==> src/rtl/full_adder_sync.sv <==
// Registered ripple-carry full adder: WIDTH chained 1-bit full-adder cells
// feeding output registers, one-cycle latency, result qualified by out_valid.

module full_adder_cell (
  input  logic x,
  input  logic y,
  input  logic cin,
  output logic s,
  output logic cout
);

  // Classic 3-input/2-output full adder.
  always_comb begin
    s    = x ^ y ^ cin;
    cout = (x & y) | (cin & (x ^ y));
  end

endmodule

module full_adder_sync #(
  parameter int unsigned WIDTH = 1
) (
  input  logic             clk,
  input  logic             rst_n,
  input  logic             in_valid,
  input  logic [WIDTH-1:0] a,
  input  logic [WIDTH-1:0] b,
  input  logic             c,
  output logic             out_valid,
  output logic [WIDTH-1:0] sum,
  output logic             carry
);

  // k[i] is the carry into bit i; k[WIDTH] is the carry-out.
  logic [WIDTH:0]   k;
  logic [WIDTH-1:0] s;

  assign k[0] = c;

  for (genvar i = 0; i < WIDTH; i++) begin : g_cell
    full_adder_cell u_cell (
      .x    (a[i]),
      .y    (b[i]),
      .cin  (k[i]),
      .s    (s[i]),
      .cout (k[i+1])
    );
  end

  // Capture the combinational result on in_valid; reset overrides capture.
  always_ff @(posedge clk) begin
    if (!rst_n) begin
      out_valid <= 1'b0;
      sum       <= '0;
      carry     <= 1'b0;
    end else begin
      out_valid <= in_valid;
      if (in_valid) begin
        sum   <= s;
        carry <= k[WIDTH];
      end
    end
  end

endmodule

==> config.mk <==
export PLATFORM = sky130hd
export DESIGN_NAME = full_adder_sync
export DESIGN_NICKNAME = d
export VERILOG_FILES = /design/src/rtl/full_adder_sync.sv
export SDC_FILE = /design/constraint.sdc
export NUM_CORES = 1
export LEC_CHECK = 0
export ABC_CLOCK_PERIOD_IN_PS = 800
export CAP_MARGIN = 20
export CELL_PAD_IN_SITES_DETAIL_PLACEMENT = 1
export CELL_PAD_IN_SITES_GLOBAL_PLACEMENT = 2
export CORE_AREA = 2 2 39 41
export CTS_CLUSTER_SIZE = 14
export DETAILED_ROUTE_END_ITERATION = 12
export DIE_AREA = 0 0 41 43
export PLACE_DENSITY_LB_ADDON = 0.12
export SYNTH_ARGS = -nofsm -noshare
export SYNTH_HDL_FRONTEND = slang
export SYNTH_SLANG_ARGS = --single-unit
export TNS_END_PERCENT = 30
==> constraint.sdc <==
create_clock -name clk -period 0.8 [get_ports clk]
set_input_delay 0.08 -clock clk [delete_from_list [all_inputs] [get_ports clk]]
set_output_delay 0.08 -clock clk [all_outputs]
set_load 0.01 [all_outputs]
==> impl_metrics.tcl, run 1 <==
set metrics [dict create \
    run_status "finished, final reports clean" \
    criticalPathCategory "input pin to flop" \
    worst-slew-pin-transition_ps 134 \
    mostFrequentLayoutCells "3 x sky130_fd_sc_hd__clkbuf_4, 3 x sky130_fd_sc_hd__buf_2" \
    postSynthNetCount 16 \
    synth_sequential_area_ratio_pct 50.0 \
    grt.met3_usage_pct 3.14 \
    wl_per_cell_um 8.30 \
    use_met2_pct 5.00 \
    fp.dieArea_sq_um 1760 \
    cts_buffer_depth 2 \
    clock_insertion_delay_worst_skew_ps 230 \
    timing.fmax_mhz 1300 \
    reg2reg_setup_slack_ps 180 \
    crit_end "sum" \
    timing.setup.tns_ps 0 \
    diodes 0 \
    grt_remaining_overflow 0 \
    synth.distinct_cells 5 \
    die_w_um 41 \
    grt_start_max_net_pins 4 \
    critical_path.endpoint_type "flop" \
    port_buffers 8 \
    die_height_um 43 \
    worstRegToRegCells 2 \
    drc 0 \
    rr_endpoint "carry" \
    tritoncts "yes" \
    cts.sink_count 3 \
    layout-area-overhead-vs-synth_pct 89.6 \
    initial_utilization_pct 8.68 \
    grt_antenna_before_repair 0 \
    max_cap_violations 0 \
    gr-max-usage-layer "met4" \
    vias 108 \
    detail_route.wirelength_um 307 \
    setup-violations-final 0 \
    postCtsSetupRepairBufs 0 \
    core-area_sq_um 1380 \
    synth_instances 9 \
    fin_worst_skew_ps 0 \
    max_slew_margin_pct 90.8 \
    worst_slack_ps 30.1 \
    vdd_ir_drop_max_mv 0.435 \
    ys_seq_elements 3 \
    cts_inserted_buffers 3 \
    place_inst 33 \
    ctsHtreeMaxLevel 1 \
    placement_rows 14 \
    p_leak_nw 0.110 \
    dr.pass1.iters 2 \
    crit_path_start "b" \
    final-instance-count-excl-fill 37 \
    post_synth.cell_area_avg_sq_um 13.3 \
    dp_worst_setup_slack_ps -530 \
    synth_largest_area_cell "sky130_fd_sc_hd__dfxtp_1" \
    cp.required_ps 970 \
    worstSetupStartpointType "input pin" \
    ios 9 \
    finalWeightedCongestion 0.528 \
    antenna_left 0 \
    mappedNetlistArea_sq_um 120 \
    grt_pass1_wl_um 420 \
    yosysWarnings 0 \
    met1_routing_resource_usage_after_global_routing_pct 3.83 \
    path_clk_slew_ps 40 \
    timing.hold.worst.class "input pin to flop" \
    routed_via_density 2.92 \
    synth.top_cells.by_area "sky130_fd_sc_hd__dfxtp_1 50%, sky130_fd_sc_hd__fa_1 17%, sky130_fd_sc_hd__mux2i_1 17%, sky130_fd_sc_hd__nor2b_1 10%, sky130_fd_sc_hd__and2_2 6.3%" \
    globalRouteTotalUtil_pct 4.31 \
    finalHoldViolCount 0 \
    period_share_pct 96.2 \
    power.density_cell_area_nw_per_um2 2200 \
    critical_path.max_fanout 1 \
    final_net_count 29 \
    regToRegStartpoint "carry" \
    area_share_of_the_largest_cell_type_after_synthesis_pct 50.0 \
    maxSlewViolCount 0 \
    setup_repair_after_global_routing_missed_its_margin "no" \
    drt_iter0_drc 2 \
    grt_pass1_vias 112 \
    cts_root_buffer "sky130_fd_sc_hd__clkbuf_4" \
    post_route_cells_drive_above_1_share_pct 52.4 \
    post-route-min-period_ps 770 \
    critical_path_arrival_ps 940 \
]
flip-flops by register name, indices dropped and copies added, names as in the netlist:
| name | count |
|---|---|
| carry | 1 |
| out_valid | 1 |
| sum | 1 |
layer usage:
layer  vias up  part of all wire (%)
met1        50                    36
met5         -                     0
met2         6                    53
li1         52                     -
met3         0                    10
met4         0                     0
stage by stage:
stage	hold slack, ps	instance area, sq um	total power (W)	util, %
3_3_place_gp	506	220	0.000251	15.9
2_1_floorplan	208	120	0.000194	-
4_1_cts	447	231	0.000520	16.7
3_5_place_dp	511	220	0.000251	15.9
5_1_grt	207	228	0.000535	16.5
6_report	198	228	0.000501	16.5
synth_stat cells:
| cell | count |
|---|---|
| sky130_fd_sc_hd__and2_2 | 1 |
| sky130_fd_sc_hd__dfxtp_1 | 3 |
| sky130_fd_sc_hd__fa_1 | 1 |
| sky130_fd_sc_hd__mux2i_1 | 2 |
| sky130_fd_sc_hd__nor2b_1 | 2 |
how the worst min path moves through the flow:
stage              from         to  cells past startpoint
6_report       in_valid  out_valid                      2
5_1_grt        in_valid  out_valid                      2
3_5_place_dp        sum        sum                      2
2_1_floorplan     rst_n      carry                      1
3_3_place_gp        sum        sum                      2
4_1_cts               c        sum                      4
final cells by class:
type	count	area, sq um
repair buffers	8	57.6
fillers	161	1160
flip-flops and latches	3	61.3
well taps	16	20.0
clock buffers	4	26.3
multi-input cells	6	62.6
critical path, cell delays in order:
cell	delay [ps]
sky130_fd_sc_hd__clkdlybuf4s15_1	180
sky130_fd_sc_hd__fa_2	520
sky130_fd_sc_hd__mux2i_1	60
sky130_fd_sc_hd__nor2b_1	100
timing repair:
action / 4_1_cts / 5_1_grt
setup endpoints to repair: 5 / 3
hold buffers: 0 / 0
gates resized for setup: 17 / 6
pin swaps: 1 / 1
endpoints found under the hold margin: 0 / 0
power by group:
part | total [W] | internal (W) | switching, W
clock | 0.000270 | 0.000187 | 0.0000831
combinational | 0.0000652 | 0.0000378 | 0.0000273
sequential | 0.000166 | 0.000162 | 0.00000385
kinds of logic after synthesis:
kind of cell / synth area share, %
fa+ha+maj: 16.7
flops: 50.0
mux: 16.7
simple gates: 16.7
Power figures use the tool's default switching activity.
==> run 2: changes to the inputs <==
--- a/config.mk
+++ b/config.mk
@@ -6,7 +6,7 @@
 export NUM_CORES = 1
 export LEC_CHECK = 0
 export ABC_CLOCK_PERIOD_IN_PS = 800
-export CAP_MARGIN = 20
+export CAP_MARGIN = 25
 export CELL_PAD_IN_SITES_DETAIL_PLACEMENT = 1
 export CELL_PAD_IN_SITES_GLOBAL_PLACEMENT = 2
 export CORE_AREA = 2 2 39 41
==> results of run 2 <==
The final DEF is identical to that of run 1; final timing and power are the same.
